===== src/rtl/vga_timing_pkg.sv =====
// Shared timing constants and the colour-bar table for the VGA sync generator.
// Defaults describe 640x480@60 on a 25 MHz pixel clock.
package vga_timing_pkg;

    localparam int H_ACTIVE_DEF = 640;
    localparam int H_FP_DEF     = 16;
    localparam int H_SYNC_DEF   = 96;
    localparam int H_BP_DEF     = 48;
    localparam int V_ACTIVE_DEF = 480;
    localparam int V_FP_DEF     = 10;
    localparam int V_SYNC_DEF   = 2;
    localparam int V_BP_DEF     = 33;
    localparam int CNT_W_DEF    = 10;

    localparam int H_TOTAL_DEF = H_ACTIVE_DEF + H_FP_DEF + H_SYNC_DEF + H_BP_DEF;
    localparam int V_TOTAL_DEF = V_ACTIVE_DEF + V_FP_DEF + V_SYNC_DEF + V_BP_DEF;

    // Inclusive first/last counter values of each sync pulse.
    localparam int H_SYNC_START_DEF = H_ACTIVE_DEF + H_FP_DEF;
    localparam int H_SYNC_END_DEF   = H_SYNC_START_DEF + H_SYNC_DEF - 1;
    localparam int V_SYNC_START_DEF = V_ACTIVE_DEF + V_FP_DEF;
    localparam int V_SYNC_END_DEF   = V_SYNC_START_DEF + V_SYNC_DEF - 1;

    localparam int NUM_BARS = 8;

    // 4:4:4 colour packed as {r, g, b}.
    typedef logic [11:0] rgb_t;

    // Colour of vertical bar idx, left to right; anything past the last bar is black.
    function automatic rgb_t bar_colour(input int unsigned idx);
        case (idx)
            0:       return 12'hFFF; // white
            1:       return 12'hFF0; // yellow
            2:       return 12'h0FF; // cyan
            3:       return 12'h0F0; // green
            4:       return 12'hF0F; // magenta
            5:       return 12'hF00; // red
            6:       return 12'h00F; // blue
            default: return 12'h000; // black
        endcase
    endfunction

endpackage


===== src/rtl/vga_test_pattern.sv =====
// Colour-bar generator: maps a horizontal position to one of eight vertical bars.
// Purely combinational; the caller registers the result so it lines up with x.
// Only instantiated when VGA_TEST_PATTERN_EN is defined.
module vga_test_pattern
    import vga_timing_pkg::*;
#(
    parameter int CNT_W    = CNT_W_DEF,
    parameter int H_ACTIVE = H_ACTIVE_DEF
) (
    input  logic [CNT_W-1:0] i_x,
    input  logic             i_video_on,
    output logic [11:0]      o_rgb
);

    localparam logic [CNT_W-1:0] BAR_W = CNT_W'(H_ACTIVE / NUM_BARS);

    logic [CNT_W-1:0] w_bar;

    // Pick the bar under the beam; blanking forces black.
    always_comb begin
        // NOTE: every always_comb output gets a default first so no path can infer a latch.
        o_rgb = '0;
        w_bar = i_x / BAR_W;
        if (i_video_on) begin
            o_rgb = bar_colour(32'(w_bar));
        end
    end

endmodule


===== src/rtl/vga_sync_gen.sv =====
// VGA timing generator: free-running x/y counters with registered sync, blanking
// and tick outputs decoded from the next counter values, so every output in a
// cycle describes the x/y presented in that same cycle.
// Optional feature macro: VGA_TEST_PATTERN_EN (colour bars on vga_r/g/b; tied to 0 otherwise).
module vga_sync_gen
    import vga_timing_pkg::*;
#(
    parameter int H_ACTIVE = H_ACTIVE_DEF,
    parameter int H_FP     = H_FP_DEF,
    parameter int H_SYNC   = H_SYNC_DEF,
    parameter int H_BP     = H_BP_DEF,
    parameter int V_ACTIVE = V_ACTIVE_DEF,
    parameter int V_FP     = V_FP_DEF,
    parameter int V_SYNC   = V_SYNC_DEF,
    parameter int V_BP     = V_BP_DEF,
    parameter bit SYNC_POL = 1'b0,
    parameter int CNT_W    = CNT_W_DEF
) (
    input  logic             CLK25MHZ,
    input  logic             reset,
    output logic             hsync,
    output logic             vsync,
    output logic             video_on,
    output logic [CNT_W-1:0] x,
    output logic [CNT_W-1:0] y,
    output logic             line_tick,
    output logic             frame_tick,
    output logic [3:0]       vga_r,
    output logic [3:0]       vga_g,
    output logic [3:0]       vga_b
);

    localparam int H_TOTAL = H_ACTIVE + H_FP + H_SYNC + H_BP;
    localparam int V_TOTAL = V_ACTIVE + V_FP + V_SYNC + V_BP;

    localparam logic [CNT_W-1:0] H_LAST   = CNT_W'(H_TOTAL - 1);
    localparam logic [CNT_W-1:0] V_LAST   = CNT_W'(V_TOTAL - 1);
    localparam logic [CNT_W-1:0] H_VIS    = CNT_W'(H_ACTIVE);
    localparam logic [CNT_W-1:0] V_VIS    = CNT_W'(V_ACTIVE);
    localparam logic [CNT_W-1:0] HS_FIRST = CNT_W'(H_ACTIVE + H_FP);
    localparam logic [CNT_W-1:0] HS_LAST  = CNT_W'(H_ACTIVE + H_FP + H_SYNC - 1);
    localparam logic [CNT_W-1:0] VS_FIRST = CNT_W'(V_ACTIVE + V_FP);
    localparam logic [CNT_W-1:0] VS_LAST  = CNT_W'(V_ACTIVE + V_FP + V_SYNC - 1);

    localparam logic SYNC_ON = SYNC_POL;

    logic [CNT_W-1:0] r_x;
    logic [CNT_W-1:0] r_y;
    logic             r_hsync;
    logic             r_vsync;
    logic             r_video_on;
    logic             r_line_tick;
    logic             r_frame_tick;
    logic [11:0]      r_rgb;

    logic [CNT_W-1:0] w_x_next;
    logic [CNT_W-1:0] w_y_next;
    logic             w_hs_act_next;
    logic             w_vs_act_next;
    logic             w_video_on_next;
    logic [11:0]      w_rgb_next;

    // Next counter position: x wraps at end of line, y advances only on that wrap.
    always_comb begin
        w_x_next = r_x + CNT_W'(1);
        w_y_next = r_y;
        if (r_x == H_LAST) begin
            w_x_next = '0;
            if (r_y == V_LAST) begin
                w_y_next = '0;
            end else begin
                w_y_next = r_y + CNT_W'(1);
            end
        end
    end

    // Decode sync windows and visible area from the position about to be loaded.
    always_comb begin
        w_hs_act_next   = (w_x_next >= HS_FIRST) && (w_x_next <= HS_LAST);
        w_vs_act_next   = (w_y_next >= VS_FIRST) && (w_y_next <= VS_LAST);
        w_video_on_next = (w_x_next < H_VIS) && (w_y_next < V_VIS);
    end

`ifdef VGA_TEST_PATTERN_EN
    vga_test_pattern #(
        .CNT_W    (CNT_W),
        .H_ACTIVE (H_ACTIVE)
    ) u_test_pattern (
        .i_x        (w_x_next),
        .i_video_on (w_video_on_next),
        .o_rgb      (w_rgb_next)
    );
`else
    assign w_rgb_next = '0;
`endif

    // Pixel position counters.
    always_ff @(posedge CLK25MHZ or posedge reset) begin
        if (reset) begin
            r_x <= '0;
            r_y <= '0;
        end else begin
            // NOTE: registered state uses non-blocking assignment so every flop samples pre-edge values.
            r_x <= w_x_next;
            r_y <= w_y_next;
        end
    end

    // Registered outputs, aligned with the counters; the reset position emits no ticks.
    always_ff @(posedge CLK25MHZ or posedge reset) begin
        if (reset) begin
            r_hsync      <= ~SYNC_ON;
            r_vsync      <= ~SYNC_ON;
            r_video_on   <= 1'b1;
            r_line_tick  <= 1'b0;
            r_frame_tick <= 1'b0;
            r_rgb        <= '0;
        end else begin
            r_hsync      <= w_hs_act_next ? SYNC_ON : ~SYNC_ON;
            r_vsync      <= w_vs_act_next ? SYNC_ON : ~SYNC_ON;
            r_video_on   <= w_video_on_next;
            r_line_tick  <= (w_x_next == '0);
            r_frame_tick <= (w_x_next == '0) && (w_y_next == '0);
            r_rgb        <= w_rgb_next;
        end
    end

    assign x          = r_x;
    assign y          = r_y;
    assign hsync      = r_hsync;
    assign vsync      = r_vsync;
    assign video_on   = r_video_on;
    assign line_tick  = r_line_tick;
    assign frame_tick = r_frame_tick;
    assign vga_r      = r_rgb[11:8];
    assign vga_g      = r_rgb[7:4];
    assign vga_b      = r_rgb[3:0];

endmodule


===== config.mk =====
export PLATFORM = sky130hd
export DESIGN_NAME = vga_sync_gen
export DESIGN_NICKNAME = d
export VERILOG_FILES = /design/src/rtl/vga_timing_pkg.sv /design/src/rtl/vga_test_pattern.sv /design/src/rtl/vga_sync_gen.sv
export SDC_FILE = /design/constraint.sdc
export NUM_CORES = 1
export LEC_CHECK = 0
export BUFFER_PORTS_ARGS = -buffer_cell sky130_fd_sc_hd__buf_2
export CORE_UTILIZATION = 48
export DETAILED_ROUTE_END_ITERATION = 8
export GPL_TIMING_DRIVEN = 0
export HOLD_SLACK_MARGIN = 0.08
export MAX_ROUTING_LAYER = met4
export PLACE_DENSITY = 0.75
export SLEW_MARGIN = 20
export SYNTH_ARGS = -nofsm -noshare
export SYNTH_HDL_FRONTEND = slang
export SYNTH_HIERARCHICAL = 1
export SYNTH_SLANG_ARGS = --single-unit

===== constraint.sdc =====
create_clock -name CLK25MHZ -period 1.9 [get_ports CLK25MHZ]
set_input_delay 0.19 -clock CLK25MHZ [delete_from_list [all_inputs] [get_ports CLK25MHZ]]
set_output_delay 0.19 -clock CLK25MHZ [all_outputs]
set_load 0.02 [all_outputs]

==> results.md, run 1 <==
* Fin crit share at 103%
* Unrepaired setup endpoints after global routing: true
* Initial antenna violation count at 0
* Slew Viols, Final at 0
* Failing checks: setup timing
* Synth top area cells: dfrtp_1 (32%), buf_4 (6.2%), dfstp_2 (4.7%)
* Worst Setup End Kind: register
* Post-synth top cells: dfrtp_1 (22), buf_4 (14), inv_1 (10), xnor2_1 (8)
* WHS at 0.0555 ns
* Power density cells at 374 nW/um2
* Register area share after synthesis at 37.1%
* Arrival time of the worst setup path at 2.19 ns
* Min-delay worst type: input port to async pin
* Most frequent cell after synthesis: dfrtp_1
* Nets@finish at 237
* CP Buf/Inv Count at 1
* WS Path Type: register to register
* Ys flop type: dfrtp_1
* Pre-CTS setup slack at -0.154 ns
* Site Rows at 21
* H-Tree Depth at 1
* Maxcap violations at 0
* Post-synth ARST share at 100%
* Cell Chain, Critical Path: ha_4 -> and4_4 -> buf_12 -> nand4_1 -> or3_4 -> and4_4 -> o2111a_1
* Synth unique cells at 58
* Syn avg cell area at 9.68 um2
* Pin count of the biggest net entering global routing at 26
* RD Place Congestion at 0.838
* Number of synthesized flops with an enable pin at 0
* Later-pin clock latency in the skew report at 0.33 ns
* Min Clock Period, post-route at 1.96 ns
* Syn-to-layout area delta at 30.9%
* Number of port buffers at 26
* Startpoint Class: register
* Fin cells at 276
* Skew final at 0.00948 ns
* CTS clock-pin slew for the worst setup and hold paths at 0.14 ns
* Vias per std cell at 5.44
* FMAX at 510 MHz
* Crit path max-delay family: simple AND/OR/NAND/NOR gates
* Detailed Route WL at 4080 um
* Post-route DRC violation count at 0
* CTS Sinks at 25
* Slowest-stage cell, CP: dfrtp_2
* Yosys reg bits at 25
* First DRT Iteration DRCs at 75
* First-pass GRT wire length at 6590 um
* Initial Utilization at 50.4%
* Slew margin rel. at 35.4%
* Gr usage total at 24.5%
* Die Wd at 61.4 um
* First-pass DRT Iterations at 5
* Synthesized cell area at 1690 um2
* Leakage power at 1.03 nW
* Share of the synthesized area in the top cell type at 32.5%
* Total core area at 3360 um2
* Mapped Cells at 175
* Tot Pwr at 0.000829 W
* Post-DP HPWL at 2650 um
* Vias at 1502
* CTS tree: done
* CTS root buffer: clkbuf_4
* Synth area leader: dfrtp_1
* Fin. Hold Viols at 0
* DP Cell Count at 258
* Clk buf depth at 2
* IR drop worst, VDD at 0.418 mV
* CP max FO at 8
* Io pins at 39
* Most frequent CP cell: and4_4
* Die Span Y at 61.4 um
* CP peak stage delay at 0.43 ns
* Fraction of layout cells with a size suffix above 1 at 46.5%
* Number of CTS-inserted buffers at 3
* Fill count at 305
* Worst Tran Pin Value at 0.968 ns
* Critical path data required time at 2.13 ns
* Total gr overflow at 0
* Finish-stage setup viols at 2
* Final ANT Viol Nets at 0
* Vias in the first global route at 1427
* Worst setup margin at -0.0615 ns
* Outcome: finished with violations
* Routed wire length per instance at 14.8 um
* Antenna diodes at 0
* Synth Warn # at 6
* Die area at 3770 um2
## logic make-up (layout without fill, tap and decap cells)
| logic type | after synthesis | after routing | synth area share [%] |
|---|---|---|---|
| and+or+nand+nor | 60 | 60 | 23.4 |
| other | 1 | 12 | 0.221 |
| AOI/OAI and AO/OA | 38 | 38 | 17.3 |
| muxes | 2 | 2 | 1.33 |
| DFF | 25 | 25 | 37.1 |
| xor gates and xnor gates | 11 | 11 | 5.69 |
| buffers and inverters | 34 | 78 | 12.0 |
| adders and majority gates | 4 | 4 | 2.95 |
## report_power, final
group | internal [W] | switching, W
registers | 0.000532 | 0
clock network | 0.0000791 | 0.000166
logic | 0.0000173 | 0.0000346
total | 0.000629 | 0.000200
## state kept, by name (all words and copies together), names as in the netlist
register	count
x	10
y	10
frame_tick	1
hsync	1
line_tick	1
video_on	1
vsync	1
## placed cells by master (no fill, tap or decap), types with 5 or more instances in the layout
cell type	count
nor2_1	6
o21ai_0	5
nand2_1	6
conb_1	12
inv_1	10
buf_2	27
xnor2_1	8
dfrtp_2	11
nand4_1	6
and3_1	5
buf_4	31
nand3_1	7
dfrtp_1	11
## final timing paths
check | start | end | slack, ns | cells past startpoint
worst max-delay path | x[1] | frame_tick | -0.06 | 7
worst min-delay path | reset | x[6] | 0.06 | 2
worst max register to register | x[1] | frame_tick | -0.06 | 7
worst min register to register | x[2] | x[2] | 0.56 | 1
max in group asynchronous | reset | y[2] | 1.19 | 2
min in group CLK25MHZ | x[2] | x[2] | 0.56 | 1
## worst register-to-register path: stages, from the launching register on
cell and delay [ns]:
dfrtp_2 0.43, ha_4 0.15, and4_4 0.27, buf_12 0.13
nand4_1 0.10, or3_4 0.38, and4_4 0.18, o2111a_1 0.22
## final cells by class
| class | count | area (um2) | area share, % |
|---|---|---|---|
| Clock buffer | 3 | 22.5 | 1.02 |
| Tap cell | 46 | 57.6 | 2.60 |
| Multi-Input combinational cell | 127 | 1010 | 45.8 |
| Sequential cell | 25 | 643 | 29.0 |
| Timing Repair Buffer | 43 | 258 | 11.6 |
| Buffer | 21 | 179 | 8.07 |
| Clock inverter | 1 | 5.00 | 0.226 |
| Inverter | 10 | 37.5 | 1.69 |
## metal layers
metal  up-vias  share of wire [%]  routed length, um  GRT usage (%)
li1        736                  -                  -              -
met1       721                 43               1760           29.0
met2        41                 51               2090           43.5
met3         4                4.5                183           4.62
met4         0                1.1                 46           4.76
met5         -                  0                  0              -
## through the flow
stage	util (%)	instance area (um2)	TNS [ns]
4_1_cts	64.4	2160	-0.0787
5_1_grt	65.9	2220	-0.306
3_5_place_dp	58.6	1970	-0.365
6_report	65.9	2220	-0.0877
2_1_floorplan	-	1780	-0.00593
3_3_place_gp	58.6	1970	-0.343
## what timing repair did
item                       in CTS  in global routing
hold buffers                    0                  0
setup buffers                  14                  3
gates resized for setup        14                  9
pin swaps                       7                  5
setup endpoints to repair       3                  5
Note: power is estimated with default switching activity, not from simulation.
==> run 2: changes to the inputs <==
--- a/config.mk
+++ b/config.mk
@@ -11,7 +11,8 @@
 export GPL_TIMING_DRIVEN = 0
 export HOLD_SLACK_MARGIN = 0.08
 export MAX_ROUTING_LAYER = met4
-export PLACE_DENSITY = 0.75
+export PLACE_DENSITY_LB_ADDON = 0.3
+export REMOVE_ABC_BUFFERS = 1
 export SLEW_MARGIN = 20
 export SYNTH_ARGS = -nofsm -noshare
 export SYNTH_HDL_FRONTEND = slang
==> run 2 against run 1 <==
  * The run still ends with setup timing left
  * Clock skew is 0.00094 ns higher
  * Highest routed layer unchanged
  * Via count is 0.93% higher
  * Register-to-register slack worse by 0.09 ns
  * Utilization is 6.2 points lower
  * Routed wire length is 2.2% lower
  * First-iteration DRC count is 6.7% higher
  * Sequential power hardly changed
  * Largest cell class unchanged
  * Combinational power is 39% lower
==> results.md, run 2 (synthesis results as in run 1) <==
* Post-DP HPWL at 2550 um
* Number of CTS-inserted buffers at 3
* Later-pin clock latency in the skew report at 0.32 ns
* Antenna diodes at 0
* Die Wd at 61.4 um
* Switching pwr at 0.000192 W
* Total core area at 3360 um2
* Routed wire length per instance at 15.6 um
* WS Path Type: register to register
* Outcome: finished with violations
* CP max FO at 7
* Die Span Y at 61.4 um
* Power density cells at 402 nW/um2
* Initial antenna violation count at 0
* Site Rows at 21
* Slowest-stage cell, CP: dfrtp_1
* CP peak stage delay at 0.44 ns
* Fin cells at 256
* Worst Tran Pin Value at 0.929 ns
* Switching share of power at 23.7%
* Unrepaired setup endpoints after global routing: true
* RD Place Congestion at 0.906
* Gr usage total at 23.6%
* CTS clock-pin slew for the worst setup and hold paths at 0.14 ns
* Min-delay worst type: input port to async pin
* DP Cell Count at 234
* Most common cell after layout, fill and taps aside: buf_2
* Commonest cells after routing, fill and taps aside: buf_2 (26), dfrtp_1 (17), buf_4 (16), conb_1 (12), inv_1 (9)
* First-pass DRT Iterations at 6
* IR drop worst, VDD at 0.300 mV
* Pin count of the biggest net entering global routing at 26
* Sequential power share at 66.0%
* First-pass GRT wire length at 6330 um
* Crit path max-delay family: simple AND/OR/NAND/NOR gates
* CTS Sinks at 25
* Vias per std cell at 5.92
* Vias in the first global route at 1307
* Power Internal at 0.000615 W
* Combinational fraction of design power at 3.9%
* Post-route DRC violation count at 0
* CTS root buffer: clkbuf_4
* Clock network fraction of design power at 30.1%
* Clk buf depth at 2
* CTS tree: done
* FMAX at 487 MHz
* Initial Utilization at 50.4%
* Leakage power at 0.920 nW
* Slew Viols, Final at 0
* Worst Setup End Kind: register
* Critical path data required time at 2.11 ns
* CP Buf/Inv Count at 1
* Fin crit share at 108%
* Cell Chain, Critical Path: ha_4 -> and4_4 -> buf_6 -> nand4_1 -> or3_1 -> and4_1 -> o2111a_1
* Total gr overflow at 0
* First DRT Iteration DRCs at 80
* Tot Pwr at 0.000807 W
* Syn-to-layout area delta at 18.5%
* Nets@finish at 217
* Fin. Hold Viols at 0
* Skew final at 0.0104 ns
* Startpoint Class: register
* Vias at 1516
* Detailed Route WL at 3990 um
* Die area at 3770 um2
* Pre-CTS setup slack at -0.561 ns
* Failing checks: setup timing
* Io pins at 39
* Min Clock Period, post-route at 2.05 ns
* Final ANT Viol Nets at 0
* Worst setup margin at -0.152 ns
* Fraction of layout cells with a size suffix above 1 at 36.2%
* Arrival time of the worst setup path at 2.27 ns
* Number of port buffers at 26
* Fill count at 308
* Finish-stage setup viols at 2
* H-Tree Depth at 1
* Core Util, Final at 59.7%
* Maxcap violations at 0
* Slew margin rel. at 38.0%
run 2: final cells by class:
cell class	count	area (um2)	area share, %
Multi-Input combinational cell	127	978	48.7
Sequential cell	25	636	31.7
Timing Repair Buffer	44	273	13.6
Tap cell	46	57.6	2.87
Inverter	10	37.5	1.87
Clock buffer	4	26.3	1.31
run 2: stage by stage:
step / setup TNS [ns] / hold slack [ns] / cell area [um2]
floorplan: -0.657 / 0.215 / 1570
global placement: -2.27 / 0.432 / 1760
detailed placement: -2.35 / 0.452 / 1760
CTS: -0.146 / 0.0889 / 1950
global route: -0.539 / 0.128 / 2010
finish: -0.215 / 0.0473 / 2010
run 2: final timing paths:
kind                        from          to  slack [ns]  depth (start not counted)
setup / recovery            x[1]  frame_tick       -0.15                          7
hold reg to reg             y[2]        y[2]        0.60                          1
hold / removal             reset        y[3]        0.05                          2
setup reg to reg            x[1]  frame_tick       -0.15                          7
min in group CLK25MHZ       y[2]        y[2]        0.60                          1
max in group asynchronous  reset        x[5]        1.21                          2
run 2: power by group through the flow:
stage / Combinational (W) / Clock (W) / Sequential (W)
finish: 0.0000316 / 0.000243 / 0.000532
detailed placement: 0.0000324 / 0 / 0.000542
floorplan: 0.0000283 / 0 / 0.000542
CTS: 0.0000323 / 0.000249 / 0.000533
global route: 0.0000365 / 0.000278 / 0.000533
global placement: 0.0000319 / 0 / 0.000542
run 2: worst register-to-register path, stage by stage (launching register included):
cell      delay, ns
dfrtp_1        0.44
ha_4           0.16
and4_4         0.30
buf_6          0.13
nand4_1        0.11
or3_1          0.38
and4_1         0.20
o2111a_1       0.23
run 2: per-layer routing:
metal / GRT usage [%] / vias to the layer above / wire, um
met2: 37.1 / 80 / 1960
li1: - / 696 / -
met3: 3.99 / 4 / 323
met4: 6.98 / 0 / 37
met1: 31.2 / 736 / 1670
met5: - / - / 0
run 2: repair_timing:
item                       in CTS  in global routing
hold endpoints to repair        0                  0
pin swaps                      10                  4
setup endpoints to repair      12                  4
buffers inserted               12                  6
hold buffers                    0                  0
resized for setup              17                  6
